### config.mk
export PLATFORM = sky130hd
export DESIGN_NAME = axi_arb2_flat
export DESIGN_NICKNAME = d
export VERILOG_FILES = /design/src/rtl/axi_arb2_pkg.sv /design/src/rtl/axi_arb2_if.sv /design/src/rtl/axi_arb2_rr.sv /design/src/rtl/axi_arb2.sv /design/src/flat_wrapper.sv
export SDC_FILE = /design/constraint.sdc
export NUM_CORES = 1
export LEC_CHECK = 0
export BUFFER_PORTS_ARGS = -buffer_cell sky130_fd_sc_hd__buf_2
export CORE_AREA = 2 2 405 407
export DETAILED_ROUTE_END_ITERATION = 10
export DIE_AREA = 0 0 407 409
export MAX_ROUTING_LAYER = met4
export PLACE_DENSITY = 0.3
export SETUP_SLACK_MARGIN = 0.5
export SLEW_MARGIN = 10
export SYNTH_ARGS = -nofsm -noshare
export SYNTH_HDL_FRONTEND = slang
export SYNTH_SLANG_ARGS = --single-unit
### constraint.sdc
create_clock -name clk_i -period 2.07 [get_ports clk_i]
set_clock_uncertainty 0.05 [all_clocks]
set_input_delay 0.207 -clock clk_i [delete_from_list [all_inputs] [get_ports clk_i]]
set_output_delay 0.207 -clock clk_i [all_outputs]
set_load 0.02 [all_outputs]
### src/rtl/axi_arb2_pkg.sv
// axi_arb_pkg: shared types for the two-master AXI4 arbiter.
//   src_e         : which upstream master a transaction belongs to
//   wfsm_e        : write-ownership state machine states
//   ID_PREFIX_BIT : position of the source bit in the downstream ID
//                   (equals the upstream ID width for the default build)
package axi_arb_pkg;
  typedef enum logic {SRC_CORE = 1'b0, SRC_DBG = 1'b1} src_e;
  typedef enum logic {W_IDLE = 1'b0, W_DATA = 1'b1} wfsm_e;

  localparam int DEF_ID_W      = 4;
  localparam int DEF_ADDR_W    = 64;
  localparam int DEF_DATA_W    = 64;
  localparam int ID_PREFIX_BIT = DEF_ID_W;
endpackage

### src/rtl/axi_arb2_if.sv
// axi_arb2_if: one full AXI4 port (AW/W/B/AR/R).
//   master modport : drives AW/W/AR payload+valid, B/R ready
//   slave  modport : drives AW/W/AR ready, B/R payload+valid
// Parameters ID_W/ADDR_W/DATA_W size the fields; WSTRB is DATA_W/8 wide.
interface axi_arb2_if #(
  parameter int ID_W   = 4,
  parameter int ADDR_W = 64,
  parameter int DATA_W = 64
) ();
  logic [ID_W-1:0]     awid;
  logic [ADDR_W-1:0]   awaddr;
  logic [7:0]          awlen;
  logic [2:0]          awsize;
  logic [1:0]          awburst;
  logic                awlock;
  logic [3:0]          awcache;
  logic [2:0]          awprot;
  logic [3:0]          awqos;
  logic                awvalid, awready;
  logic [DATA_W-1:0]   wdata;
  logic [DATA_W/8-1:0] wstrb;
  logic                wlast, wvalid, wready;
  logic [ID_W-1:0]     bid;
  logic [1:0]          bresp;
  logic                bvalid, bready;
  logic [ID_W-1:0]     arid;
  logic [ADDR_W-1:0]   araddr;
  logic [7:0]          arlen;
  logic [2:0]          arsize;
  logic [1:0]          arburst;
  logic                arlock;
  logic [3:0]          arcache;
  logic [2:0]          arprot;
  logic [3:0]          arqos;
  logic                arvalid, arready;
  logic [ID_W-1:0]     rid;
  logic [DATA_W-1:0]   rdata;
  logic [1:0]          rresp;
  logic                rlast, rvalid, rready;

  modport master (
    output awid, awaddr, awlen, awsize, awburst, awlock, awcache, awprot, awqos, awvalid,
    input  awready,
    output wdata, wstrb, wlast, wvalid,
    input  wready,
    input  bid, bresp, bvalid,
    output bready,
    output arid, araddr, arlen, arsize, arburst, arlock, arcache, arprot, arqos, arvalid,
    input  arready,
    input  rid, rdata, rresp, rlast, rvalid,
    output rready
  );

  modport slave (
    input  awid, awaddr, awlen, awsize, awburst, awlock, awcache, awprot, awqos, awvalid,
    output awready,
    input  wdata, wstrb, wlast, wvalid,
    output wready,
    output bid, bresp, bvalid,
    input  bready,
    input  arid, araddr, arlen, arsize, arburst, arlock, arcache, arprot, arqos, arvalid,
    output arready,
    output rid, rdata, rresp, rlast, rvalid,
    input  rready
  );
endinterface

### src/rtl/axi_arb2_rr.sv
// rr_arb2: two-way round-robin arbiter with grant lock.
//   req[1:0] : request per source
//   lock     : downstream valid seen without ready -> freeze current winner
//   hs       : downstream handshake -> release lock, advance pointer
//   gnt[1:0] : one-hot grant (masked by req)
//   src      : index of the winner
// AXI_ARB_FIXED_PRIO_EN: when defined, source 0 always wins a contest and
// the pointer is removed; the grant lock is kept.
import axi_arb_pkg::*;

module rr_arb2 (
  input  logic       clk_i,
  input  logic       rst_ni,
  input  logic [1:0] req,
  input  logic       lock,
  input  logic       hs,
  output logic [1:0] gnt,
  output src_e       src
);
  logic locked_q, locked_d;
  src_e lsrc_q, lsrc_d;
  src_e pref, other;

`ifdef AXI_ARB_FIXED_PRIO_EN
  assign pref = SRC_CORE;
`else
  src_e ptr_q, ptr_d;
  assign pref = ptr_q;

  // After a handshake the loser becomes the preferred requester.
  always_comb begin
    ptr_d = ptr_q;
    if (hs) ptr_d = src_e'(~src);
  end

  always_ff @(posedge clk_i or negedge rst_ni)
    if (!rst_ni) ptr_q <= SRC_CORE;
    else         ptr_q <= ptr_d;
`endif

  assign other = src_e'(~pref);

  always_comb begin
    src = pref;
    if (locked_q)       src = lsrc_q;   // stalled request must not switch
    else if (req[pref]) src = pref;
    else if (req[other]) src = other;
    gnt      = '0;
    gnt[src] = req[src];
    locked_d = locked_q;
    lsrc_d   = lsrc_q;
    if (hs) begin
      locked_d = 1'b0;
    end else if (lock) begin
      locked_d = 1'b1;
      lsrc_d   = src;
    end
  end

  always_ff @(posedge clk_i or negedge rst_ni)
    if (!rst_ni) begin
      locked_q <= 1'b0;
      lsrc_q   <= SRC_CORE;
    end else begin
      locked_q <= locked_d;
      lsrc_q   <= lsrc_d;
    end
endmodule

### src/rtl/axi_arb2.sv
// axi_arb2: shares one downstream AXI4 master port between s0 (core) and
// s1 (debug/DMA loader).
//   clk_i, rst_ni : clock, async active-low reset
//   s0, s1        : upstream ports (ID_W-bit IDs)
//   m             : downstream port (ID_W+1-bit IDs, MSB = source)
// AR and AW are arbitrated independently; W follows the AW owner until
// wlast so bursts never interleave; B/R are routed by the ID MSB.
// Optional macro AXI_ARB_FIXED_PRIO_EN selects fixed s0 priority.
import axi_arb_pkg::*;

module axi_arb2 #(
  parameter int ID_W   = DEF_ID_W,
  parameter int ADDR_W = DEF_ADDR_W,
  parameter int DATA_W = DEF_DATA_W
) (
  input  logic        clk_i,
  input  logic        rst_ni,
  axi_arb2_if.slave   s0,
  axi_arb2_if.slave   s1,
  axi_arb2_if.master  m
);
  wfsm_e      wstate_q, wstate_d;
  src_e       owner_q, owner_d;
  logic [1:0] ar_gnt, aw_gnt;
  src_e       ar_src, aw_src;
  logic       ar_dbg, aw_dbg, w_dbg, w_idle;
  logic       ar_hs, aw_hs, w_hs;

  // ---------------- AR ----------------
  rr_arb2 u_ar_arb (
    .clk_i, .rst_ni,
    .req ({s1.arvalid, s0.arvalid}),
    .lock(m.arvalid & ~m.arready),
    .hs  (ar_hs),
    .gnt (ar_gnt),
    .src (ar_src)
  );
  assign ar_dbg     = (ar_src == SRC_DBG);
  assign m.arvalid  = |ar_gnt;
  assign ar_hs      = m.arvalid & m.arready;
  assign s0.arready = ar_gnt[0] & m.arready;
  assign s1.arready = ar_gnt[1] & m.arready;
  assign m.arid     = {ar_dbg, ar_dbg ? s1.arid : s0.arid};
  assign m.araddr   = ar_dbg ? s1.araddr  : s0.araddr;
  assign m.arlen    = ar_dbg ? s1.arlen   : s0.arlen;
  assign m.arsize   = ar_dbg ? s1.arsize  : s0.arsize;
  assign m.arburst  = ar_dbg ? s1.arburst : s0.arburst;
  assign m.arlock   = ar_dbg ? s1.arlock  : s0.arlock;
  assign m.arcache  = ar_dbg ? s1.arcache : s0.arcache;
  assign m.arprot   = ar_dbg ? s1.arprot  : s0.arprot;
  assign m.arqos    = ar_dbg ? s1.arqos   : s0.arqos;

  // ---------------- AW ----------------
  // AW requests are hidden while a burst owns W, so no grant (and no lock)
  // can form until the owner's last beat.
  assign w_idle = (wstate_q == W_IDLE);

  rr_arb2 u_aw_arb (
    .clk_i, .rst_ni,
    .req ({s1.awvalid, s0.awvalid} & {2{w_idle}}),
    .lock(m.awvalid & ~m.awready),
    .hs  (aw_hs),
    .gnt (aw_gnt),
    .src (aw_src)
  );
  assign aw_dbg     = (aw_src == SRC_DBG);
  assign m.awvalid  = |aw_gnt;
  assign aw_hs      = m.awvalid & m.awready;
  assign s0.awready = aw_gnt[0] & m.awready;
  assign s1.awready = aw_gnt[1] & m.awready;
  assign m.awid     = {aw_dbg, aw_dbg ? s1.awid : s0.awid};
  assign m.awaddr   = aw_dbg ? s1.awaddr  : s0.awaddr;
  assign m.awlen    = aw_dbg ? s1.awlen   : s0.awlen;
  assign m.awsize   = aw_dbg ? s1.awsize  : s0.awsize;
  assign m.awburst  = aw_dbg ? s1.awburst : s0.awburst;
  assign m.awlock   = aw_dbg ? s1.awlock  : s0.awlock;
  assign m.awcache  = aw_dbg ? s1.awcache : s0.awcache;
  assign m.awprot   = aw_dbg ? s1.awprot  : s0.awprot;
  assign m.awqos    = aw_dbg ? s1.awqos   : s0.awqos;

  // ---------------- W ownership ----------------
  always_comb begin
    wstate_d = wstate_q;
    owner_d  = owner_q;
    case (wstate_q)
      W_IDLE: if (aw_hs) begin
        owner_d  = aw_src;
        wstate_d = W_DATA;
      end
      W_DATA: if (w_hs && m.wlast) wstate_d = W_IDLE;
      default: wstate_d = W_IDLE;
    endcase
  end

  always_ff @(posedge clk_i or negedge rst_ni)
    if (!rst_ni) begin
      wstate_q <= W_IDLE;
      owner_q  <= SRC_CORE;
    end else begin
      wstate_q <= wstate_d;
      owner_q  <= owner_d;
    end

  // W beats that show up before their AW see wready=0 until ownership.
  assign w_dbg     = (owner_q == SRC_DBG);
  assign m.wvalid  = ~w_idle & (w_dbg ? s1.wvalid : s0.wvalid);
  assign m.wdata   = w_dbg ? s1.wdata : s0.wdata;
  assign m.wstrb   = w_dbg ? s1.wstrb : s0.wstrb;
  assign m.wlast   = w_dbg ? s1.wlast : s0.wlast;
  assign w_hs      = m.wvalid & m.wready;
  assign s0.wready = ~w_idle & ~w_dbg & m.wready;
  assign s1.wready = ~w_idle &  w_dbg & m.wready;

  // ---------------- B / R routing ----------------
  assign s0.bvalid = m.bvalid & ~m.bid[ID_W];
  assign s1.bvalid = m.bvalid &  m.bid[ID_W];
  assign s0.bid    = m.bid[ID_W-1:0];
  assign s1.bid    = m.bid[ID_W-1:0];
  assign s0.bresp  = m.bresp;
  assign s1.bresp  = m.bresp;
  assign m.bready  = m.bvalid & (m.bid[ID_W] ? s1.bready : s0.bready);

  assign s0.rvalid = m.rvalid & ~m.rid[ID_W];
  assign s1.rvalid = m.rvalid &  m.rid[ID_W];
  assign s0.rid    = m.rid[ID_W-1:0];
  assign s1.rid    = m.rid[ID_W-1:0];
  assign s0.rdata  = m.rdata;
  assign s1.rdata  = m.rdata;
  assign s0.rresp  = m.rresp;
  assign s1.rresp  = m.rresp;
  assign s0.rlast  = m.rlast;
  assign s1.rlast  = m.rlast;
  assign m.rready  = m.rvalid & (m.rid[ID_W] ? s1.rready : s0.rready);
endmodule

### src/flat_wrapper.sv
// flat-port wrapper written by rule: the top's interface ports become plain ports
module axi_arb2_flat 
#(
  parameter int ID_W   = DEF_ID_W,
  parameter int ADDR_W = DEF_ADDR_W,
  parameter int DATA_W = DEF_DATA_W
)
  (clk_i, rst_ni, s0_awid, s0_awaddr, s0_awlen, s0_awsize, s0_awburst, s0_awlock, s0_awcache, s0_awprot, s0_awqos, s0_awvalid, s0_awready, s0_wdata, s0_wstrb, s0_wlast, s0_wvalid, s0_wready, s0_bid, s0_bresp, s0_bvalid, s0_bready, s0_arid, s0_araddr, s0_arlen, s0_arsize, s0_arburst, s0_arlock, s0_arcache, s0_arprot, s0_arqos, s0_arvalid, s0_arready, s0_rid, s0_rdata, s0_rresp, s0_rlast, s0_rvalid, s0_rready, s1_awid, s1_awaddr, s1_awlen, s1_awsize, s1_awburst, s1_awlock, s1_awcache, s1_awprot, s1_awqos, s1_awvalid, s1_awready, s1_wdata, s1_wstrb, s1_wlast, s1_wvalid, s1_wready, s1_bid, s1_bresp, s1_bvalid, s1_bready, s1_arid, s1_araddr, s1_arlen, s1_arsize, s1_arburst, s1_arlock, s1_arcache, s1_arprot, s1_arqos, s1_arvalid, s1_arready, s1_rid, s1_rdata, s1_rresp, s1_rlast, s1_rvalid, s1_rready, m_awid, m_awaddr, m_awlen, m_awsize, m_awburst, m_awlock, m_awcache, m_awprot, m_awqos, m_awvalid, m_awready, m_wdata, m_wstrb, m_wlast, m_wvalid, m_wready, m_bid, m_bresp, m_bvalid, m_bready, m_arid, m_araddr, m_arlen, m_arsize, m_arburst, m_arlock, m_arcache, m_arprot, m_arqos, m_arvalid, m_arready, m_rid, m_rdata, m_rresp, m_rlast, m_rvalid, m_rready);
  axi_arb2_if #(.ID_W(ID_W), .ADDR_W(ADDR_W), .DATA_W(DATA_W)) s0_i ();
  axi_arb2_if #(.ID_W(ID_W), .ADDR_W(ADDR_W), .DATA_W(DATA_W)) s1_i ();
  axi_arb2_if #(.ID_W(ID_W), .ADDR_W(ADDR_W), .DATA_W(DATA_W)) m_i ();
  input  logic clk_i;
  input  logic rst_ni;
  input wire logic [$bits(s0_i.awid)-1:0] s0_awid;
  input wire logic [$bits(s0_i.awaddr)-1:0] s0_awaddr;
  input wire logic [$bits(s0_i.awlen)-1:0] s0_awlen;
  input wire logic [$bits(s0_i.awsize)-1:0] s0_awsize;
  input wire logic [$bits(s0_i.awburst)-1:0] s0_awburst;
  input wire logic [$bits(s0_i.awlock)-1:0] s0_awlock;
  input wire logic [$bits(s0_i.awcache)-1:0] s0_awcache;
  input wire logic [$bits(s0_i.awprot)-1:0] s0_awprot;
  input wire logic [$bits(s0_i.awqos)-1:0] s0_awqos;
  input wire logic [$bits(s0_i.awvalid)-1:0] s0_awvalid;
  output wire logic [$bits(s0_i.awready)-1:0] s0_awready;
  input wire logic [$bits(s0_i.wdata)-1:0] s0_wdata;
  input wire logic [$bits(s0_i.wstrb)-1:0] s0_wstrb;
  input wire logic [$bits(s0_i.wlast)-1:0] s0_wlast;
  input wire logic [$bits(s0_i.wvalid)-1:0] s0_wvalid;
  output wire logic [$bits(s0_i.wready)-1:0] s0_wready;
  output wire logic [$bits(s0_i.bid)-1:0] s0_bid;
  output wire logic [$bits(s0_i.bresp)-1:0] s0_bresp;
  output wire logic [$bits(s0_i.bvalid)-1:0] s0_bvalid;
  input wire logic [$bits(s0_i.bready)-1:0] s0_bready;
  input wire logic [$bits(s0_i.arid)-1:0] s0_arid;
  input wire logic [$bits(s0_i.araddr)-1:0] s0_araddr;
  input wire logic [$bits(s0_i.arlen)-1:0] s0_arlen;
  input wire logic [$bits(s0_i.arsize)-1:0] s0_arsize;
  input wire logic [$bits(s0_i.arburst)-1:0] s0_arburst;
  input wire logic [$bits(s0_i.arlock)-1:0] s0_arlock;
  input wire logic [$bits(s0_i.arcache)-1:0] s0_arcache;
  input wire logic [$bits(s0_i.arprot)-1:0] s0_arprot;
  input wire logic [$bits(s0_i.arqos)-1:0] s0_arqos;
  input wire logic [$bits(s0_i.arvalid)-1:0] s0_arvalid;
  output wire logic [$bits(s0_i.arready)-1:0] s0_arready;
  output wire logic [$bits(s0_i.rid)-1:0] s0_rid;
  output wire logic [$bits(s0_i.rdata)-1:0] s0_rdata;
  output wire logic [$bits(s0_i.rresp)-1:0] s0_rresp;
  output wire logic [$bits(s0_i.rlast)-1:0] s0_rlast;
  output wire logic [$bits(s0_i.rvalid)-1:0] s0_rvalid;
  input wire logic [$bits(s0_i.rready)-1:0] s0_rready;
  input wire logic [$bits(s1_i.awid)-1:0] s1_awid;
  input wire logic [$bits(s1_i.awaddr)-1:0] s1_awaddr;
  input wire logic [$bits(s1_i.awlen)-1:0] s1_awlen;
  input wire logic [$bits(s1_i.awsize)-1:0] s1_awsize;
  input wire logic [$bits(s1_i.awburst)-1:0] s1_awburst;
  input wire logic [$bits(s1_i.awlock)-1:0] s1_awlock;
  input wire logic [$bits(s1_i.awcache)-1:0] s1_awcache;
  input wire logic [$bits(s1_i.awprot)-1:0] s1_awprot;
  input wire logic [$bits(s1_i.awqos)-1:0] s1_awqos;
  input wire logic [$bits(s1_i.awvalid)-1:0] s1_awvalid;
  output wire logic [$bits(s1_i.awready)-1:0] s1_awready;
  input wire logic [$bits(s1_i.wdata)-1:0] s1_wdata;
  input wire logic [$bits(s1_i.wstrb)-1:0] s1_wstrb;
  input wire logic [$bits(s1_i.wlast)-1:0] s1_wlast;
  input wire logic [$bits(s1_i.wvalid)-1:0] s1_wvalid;
  output wire logic [$bits(s1_i.wready)-1:0] s1_wready;
  output wire logic [$bits(s1_i.bid)-1:0] s1_bid;
  output wire logic [$bits(s1_i.bresp)-1:0] s1_bresp;
  output wire logic [$bits(s1_i.bvalid)-1:0] s1_bvalid;
  input wire logic [$bits(s1_i.bready)-1:0] s1_bready;
  input wire logic [$bits(s1_i.arid)-1:0] s1_arid;
  input wire logic [$bits(s1_i.araddr)-1:0] s1_araddr;
  input wire logic [$bits(s1_i.arlen)-1:0] s1_arlen;
  input wire logic [$bits(s1_i.arsize)-1:0] s1_arsize;
  input wire logic [$bits(s1_i.arburst)-1:0] s1_arburst;
  input wire logic [$bits(s1_i.arlock)-1:0] s1_arlock;
  input wire logic [$bits(s1_i.arcache)-1:0] s1_arcache;
  input wire logic [$bits(s1_i.arprot)-1:0] s1_arprot;
  input wire logic [$bits(s1_i.arqos)-1:0] s1_arqos;
  input wire logic [$bits(s1_i.arvalid)-1:0] s1_arvalid;
  output wire logic [$bits(s1_i.arready)-1:0] s1_arready;
  output wire logic [$bits(s1_i.rid)-1:0] s1_rid;
  output wire logic [$bits(s1_i.rdata)-1:0] s1_rdata;
  output wire logic [$bits(s1_i.rresp)-1:0] s1_rresp;
  output wire logic [$bits(s1_i.rlast)-1:0] s1_rlast;
  output wire logic [$bits(s1_i.rvalid)-1:0] s1_rvalid;
  input wire logic [$bits(s1_i.rready)-1:0] s1_rready;
  output wire logic [$bits(m_i.awid)-1:0] m_awid;
  output wire logic [$bits(m_i.awaddr)-1:0] m_awaddr;
  output wire logic [$bits(m_i.awlen)-1:0] m_awlen;
  output wire logic [$bits(m_i.awsize)-1:0] m_awsize;
  output wire logic [$bits(m_i.awburst)-1:0] m_awburst;
  output wire logic [$bits(m_i.awlock)-1:0] m_awlock;
  output wire logic [$bits(m_i.awcache)-1:0] m_awcache;
  output wire logic [$bits(m_i.awprot)-1:0] m_awprot;
  output wire logic [$bits(m_i.awqos)-1:0] m_awqos;
  output wire logic [$bits(m_i.awvalid)-1:0] m_awvalid;
  input wire logic [$bits(m_i.awready)-1:0] m_awready;
  output wire logic [$bits(m_i.wdata)-1:0] m_wdata;
  output wire logic [$bits(m_i.wstrb)-1:0] m_wstrb;
  output wire logic [$bits(m_i.wlast)-1:0] m_wlast;
  output wire logic [$bits(m_i.wvalid)-1:0] m_wvalid;
  input wire logic [$bits(m_i.wready)-1:0] m_wready;
  input wire logic [$bits(m_i.bid)-1:0] m_bid;
  input wire logic [$bits(m_i.bresp)-1:0] m_bresp;
  input wire logic [$bits(m_i.bvalid)-1:0] m_bvalid;
  output wire logic [$bits(m_i.bready)-1:0] m_bready;
  output wire logic [$bits(m_i.arid)-1:0] m_arid;
  output wire logic [$bits(m_i.araddr)-1:0] m_araddr;
  output wire logic [$bits(m_i.arlen)-1:0] m_arlen;
  output wire logic [$bits(m_i.arsize)-1:0] m_arsize;
  output wire logic [$bits(m_i.arburst)-1:0] m_arburst;
  output wire logic [$bits(m_i.arlock)-1:0] m_arlock;
  output wire logic [$bits(m_i.arcache)-1:0] m_arcache;
  output wire logic [$bits(m_i.arprot)-1:0] m_arprot;
  output wire logic [$bits(m_i.arqos)-1:0] m_arqos;
  output wire logic [$bits(m_i.arvalid)-1:0] m_arvalid;
  input wire logic [$bits(m_i.arready)-1:0] m_arready;
  input wire logic [$bits(m_i.rid)-1:0] m_rid;
  input wire logic [$bits(m_i.rdata)-1:0] m_rdata;
  input wire logic [$bits(m_i.rresp)-1:0] m_rresp;
  input wire logic [$bits(m_i.rlast)-1:0] m_rlast;
  input wire logic [$bits(m_i.rvalid)-1:0] m_rvalid;
  output wire logic [$bits(m_i.rready)-1:0] m_rready;
  assign s0_i.awid = s0_awid;
  assign s0_i.awaddr = s0_awaddr;
  assign s0_i.awlen = s0_awlen;
  assign s0_i.awsize = s0_awsize;
  assign s0_i.awburst = s0_awburst;
  assign s0_i.awlock = s0_awlock;
  assign s0_i.awcache = s0_awcache;
  assign s0_i.awprot = s0_awprot;
  assign s0_i.awqos = s0_awqos;
  assign s0_i.awvalid = s0_awvalid;
  assign s0_awready = s0_i.awready;
  assign s0_i.wdata = s0_wdata;
  assign s0_i.wstrb = s0_wstrb;
  assign s0_i.wlast = s0_wlast;
  assign s0_i.wvalid = s0_wvalid;
  assign s0_wready = s0_i.wready;
  assign s0_bid = s0_i.bid;
  assign s0_bresp = s0_i.bresp;
  assign s0_bvalid = s0_i.bvalid;
  assign s0_i.bready = s0_bready;
  assign s0_i.arid = s0_arid;
  assign s0_i.araddr = s0_araddr;
  assign s0_i.arlen = s0_arlen;
  assign s0_i.arsize = s0_arsize;
  assign s0_i.arburst = s0_arburst;
  assign s0_i.arlock = s0_arlock;
  assign s0_i.arcache = s0_arcache;
  assign s0_i.arprot = s0_arprot;
  assign s0_i.arqos = s0_arqos;
  assign s0_i.arvalid = s0_arvalid;
  assign s0_arready = s0_i.arready;
  assign s0_rid = s0_i.rid;
  assign s0_rdata = s0_i.rdata;
  assign s0_rresp = s0_i.rresp;
  assign s0_rlast = s0_i.rlast;
  assign s0_rvalid = s0_i.rvalid;
  assign s0_i.rready = s0_rready;
  assign s1_i.awid = s1_awid;
  assign s1_i.awaddr = s1_awaddr;
  assign s1_i.awlen = s1_awlen;
  assign s1_i.awsize = s1_awsize;
  assign s1_i.awburst = s1_awburst;
  assign s1_i.awlock = s1_awlock;
  assign s1_i.awcache = s1_awcache;
  assign s1_i.awprot = s1_awprot;
  assign s1_i.awqos = s1_awqos;
  assign s1_i.awvalid = s1_awvalid;
  assign s1_awready = s1_i.awready;
  assign s1_i.wdata = s1_wdata;
  assign s1_i.wstrb = s1_wstrb;
  assign s1_i.wlast = s1_wlast;
  assign s1_i.wvalid = s1_wvalid;
  assign s1_wready = s1_i.wready;
  assign s1_bid = s1_i.bid;
  assign s1_bresp = s1_i.bresp;
  assign s1_bvalid = s1_i.bvalid;
  assign s1_i.bready = s1_bready;
  assign s1_i.arid = s1_arid;
  assign s1_i.araddr = s1_araddr;
  assign s1_i.arlen = s1_arlen;
  assign s1_i.arsize = s1_arsize;
  assign s1_i.arburst = s1_arburst;
  assign s1_i.arlock = s1_arlock;
  assign s1_i.arcache = s1_arcache;
  assign s1_i.arprot = s1_arprot;
  assign s1_i.arqos = s1_arqos;
  assign s1_i.arvalid = s1_arvalid;
  assign s1_arready = s1_i.arready;
  assign s1_rid = s1_i.rid;
  assign s1_rdata = s1_i.rdata;
  assign s1_rresp = s1_i.rresp;
  assign s1_rlast = s1_i.rlast;
  assign s1_rvalid = s1_i.rvalid;
  assign s1_i.rready = s1_rready;
  assign m_awid = m_i.awid;
  assign m_awaddr = m_i.awaddr;
  assign m_awlen = m_i.awlen;
  assign m_awsize = m_i.awsize;
  assign m_awburst = m_i.awburst;
  assign m_awlock = m_i.awlock;
  assign m_awcache = m_i.awcache;
  assign m_awprot = m_i.awprot;
  assign m_awqos = m_i.awqos;
  assign m_awvalid = m_i.awvalid;
  assign m_i.awready = m_awready;
  assign m_wdata = m_i.wdata;
  assign m_wstrb = m_i.wstrb;
  assign m_wlast = m_i.wlast;
  assign m_wvalid = m_i.wvalid;
  assign m_i.wready = m_wready;
  assign m_i.bid = m_bid;
  assign m_i.bresp = m_bresp;
  assign m_i.bvalid = m_bvalid;
  assign m_bready = m_i.bready;
  assign m_arid = m_i.arid;
  assign m_araddr = m_i.araddr;
  assign m_arlen = m_i.arlen;
  assign m_arsize = m_i.arsize;
  assign m_arburst = m_i.arburst;
  assign m_arlock = m_i.arlock;
  assign m_arcache = m_i.arcache;
  assign m_arprot = m_i.arprot;
  assign m_arqos = m_i.arqos;
  assign m_arvalid = m_i.arvalid;
  assign m_i.arready = m_arready;
  assign m_i.rid = m_rid;
  assign m_i.rdata = m_rdata;
  assign m_i.rresp = m_rresp;
  assign m_i.rlast = m_rlast;
  assign m_i.rvalid = m_rvalid;
  assign m_rready = m_i.rready;
  axi_arb2 #(.ID_W(ID_W), .ADDR_W(ADDR_W), .DATA_W(DATA_W)) u_core (.clk_i(clk_i), .rst_ni(rst_ni), .s0(s0_i), .s1(s1_i), .m(m_i));
endmodule
==> results_dict.tcl <==
set metrics [dict create \
    outcome "finished, violations left" \
    violations "setup timing" \
    fin_ws_ns -0.360 \
    max_stage_delay_ns 0.41 \
    start_util_pct 2.96 \
    finalSetupViolCount 189 \
    clk_pin_slew_ns 0.06 \
    critPathSlowestCell "dfrtp_1" \
    top_usage_layer "met2" \
    routed_via_density 2.22 \
    p_total_mw 13.5 \
    dieArea_mm2 0.166 \
    crit_arrival_ns 2.17 \
    clkLatencyLatePin_ns 0.27 \
    synth_compound_area_share_pct 2.61 \
    design_area_mm2 0.0126 \
    path_common_cell "nor2_2" \
    fillers 19200 \
    drt-total-wl_mm 88.8 \
    synth_edf_count 0 \
    cts.sinks 8 \
    fmax_mhz 412 \
    synth-simple-area-share_pct 2.82 \
    numPortBuffers 802 \
    netlist_area_mm2 0.00480 \
    antenna_left 0 \
    fin_tns_setup_ns -53.89 \
    finalNonFillerCells 3401 \
    slew_violations 0 \
    numCtsBuffers 3 \
    placed_cell_area_mm2 0.0107 \
    synth_fa_ha_area_share_pct 0.235 \
    num_vias 7542 \
    yosys_warnings 0 \
    synth_ff_type "dfrtp_1" \
    ys_types 31 \
    syn_avg_cell_area_um2 9.47 \
    gr-usage-met3_pct 6.15 \
    ctsRootBufferMaster "clkbuf_16" \
    final_net_count 1815 \
    criticalPathCategory "register to output pin" \
    synth_top_family_by_area "multiplexers" \
    synth-xor-area-share_pct 0 \
    wire_per_inst_um 26.1 \
    rrSetupSlack_ns 0.21 \
    required_ns 1.81 \
    grt_use_met2_pct 16.3 \
    cts_buffer_depth 2 \
    hpwl_mm 81.2 \
    first_pass_iters 4 \
    crit_chain "nor2_2 -> nor2_2 -> o31ai_4 -> buf_4 -> buf_12 -> buf_6 -> mux2_2 -> buf_2" \
    syn_inst 507 \
    muxShareOfSynthArea_pct 61.7 \
    rsz0062_at_grt "true" \
    gp_congestion 0.926 \
    grt_pass1_vias 7107 \
    htree_levels 1 \
    die_y_um 409 \
    std_cell_rows 148 \
    p_leak_nw 5.67 \
    drc 0 \
    yosys_register_bits 8 \
    drive_gt1_share_pct 95.8 \
    cp-end-kind "output pin" \
    tritoncts "yes" \
    grt_pass1_wl_mm 99.2 \
    area_growth_syn_to_layout_pct 162 \
    hold_path.class "primary input to register" \
    grtUsageTotal_pct 10.0 \
    antenna_found_initial 141 \
    worstPathMaxFanout 8 \
    ys_seq_area_share_pct 4.17 \
    gr-total-overflow 0 \
    cp-start-kind "register" \
    vdd_drop_max_mv 0.515 \
    dr.first_iter.drc_count 331 \
    coreArea_mm2 0.162 \
    grt_max_degree 36 \
    post-route-period-util_pct 117 \
    dp_cells 3338 \
    maxCapViolations 0 \
    hold_viol_final 0 \
    use_met1_pct 10.4 \
    io-pin-count 1040 \
    powerDensity_mw_per_mm2 1080 \
    fp.dieW_um 407 \
    synthArstFlopShare_pct 100 \
    finalCriticalPeriod_ns 2.43 \
    holdWs_ns 0.189 \
]
[sequential cells by signal (all words and copies together), names as in the netlist]
name,cells
u_core.u_aw_arb.pref,1
u_core.u_aw_arb.locked_q,1
u_core.u_ar_arb.locked_q,1
u_core.u_aw_arb.lsrc_q,1
u_core.u_ar_arb.lsrc_q,1
u_core.wstate_q,1
u_core.owner_q,1
u_core.u_ar_arb.pref,1
[routing by layer]
metal | wire length [µm] | part of all wire (%)
met1 | 32400 | 36
met2 | 41200 | 46
met3 | 13300 | 15
met5 | 0 | 0
met4 | 2020 | 2.3
[through the flow]
stage                     utilization [%]  setup slack [ns]
after global routing                 7.73            -0.431
after CTS                            6.85            -0.394
after detailed placement             6.62            -0.192
final                                7.75            -0.360
after floorplan                         -             0.225
after global placement               6.62            -0.178
[layout make-up]
| cell class | instances | area [µm²] | area share (%) |
|---|---|---|---|
| antenna | 24 | 60.1 | 0.478 |
| timing repair buffer | 876 | 5830 | 46.4 |
| inverter | 2 | 7.51 | 0.0598 |
| tap | 2175 | 2720 | 21.7 |
| sequential | 8 | 205 | 1.63 |
| clock buffer | 4 | 78.8 | 0.628 |
| multi-input combinational | 312 | 3660 | 29.1 |
[layout by cell type (no fill, tap or decap), drive strengths merged]
master,netlist,layout
o21ai,5,5
mux2,259,259
nor3,1,1
and2,2,2
a32o,1,1
nand2,10,10
nand2b,1,1
maj3,1,1
a21oi,5,5
a21o,2,2
buf,183,864
nor2,7,7
dlygate4sd3,0,1
a22o,2,2
clkbuf,5,15
nor2b,3,3
or3b,1,1
inv,2,2
nor3b,1,1
dfrtp,8,8
o21a,1,1
mux2i,3,3
diode,0,24
and3,2,2
o31ai,1,1
conb,1,4
[path summary, 6_finish.rpt]
kind	from	endpoint	cells past startpoint
setup / recovery	u_core.wstate_q	m_awaddr[29]	8
hold / removal	m_arready	u_core.u_ar_arb.locked_q	2
setup reg to reg	u_core.wstate_q	u_core.owner_q	5
hold reg to reg	u_core.u_aw_arb.pref	u_core.u_aw_arb.pref	2
max in group asynchronous	rst_ni	u_core.owner_q	2
min in group asynchronous	rst_ni	u_core.u_aw_arb.pref	2
[worst max-delay path: cells and delay by family (launching register included)]
family,cells,cell delay (ns)
AND/OR/NAND/NOR,2,0.16
flip-flops,1,0.41
AO/OA/AOI/OAI,1,0.22
buffers and inverters,4,0.65
multiplexers,1,0.39
[synth_stat cells, drive strengths merged (3+ instances only)]
library cell / number / area, µm²
mux2i: 3 / 42.5
dfrtp: 8 / 200
nand2: 10 / 37.5
nor2b: 3 / 18.8
o21ai: 5 / 25.0
buf: 183 / 1340
nor2: 7 / 26.3
mux2: 259 / 2920
a21oi: 5 / 28.8
clkbuf: 5 / 18.8
[cells by family (layout without fill, tap and decap cells)]
kind of cell	count (synthesis)	count (layout)
compound gates	17	17
other cells	1	28
mux	262	262
simple gates	28	28
flops	8	8
buf+inv	190	882
fa+ha+maj	1	1
[report_power, final]
| part | switching [mW] | leakage [nW] | total (mW) | internal [mW] |
|---|---|---|---|---|
| Combinational | 6.53 | 5.55 | 12.8 | 6.23 |
| Sequential | 0.0954 | 0.0849 | 0.320 | 0.225 |
| Clock | 0.165 | 0.0383 | 0.428 | 0.263 |
| Total | 6.79 | 5.67 | 13.5 | 6.72 |
[what timing repair did]
item	in CTS	in global routing
setup buffers	5	14
hold buffers	1	0
endpoints found under the hold margin	8	0
pin swaps	1	3
setup endpoints to repair	270	274
gates resized for setup	64	318
cloned	1	14
Note: power is estimated with default switching activity, not from simulation.
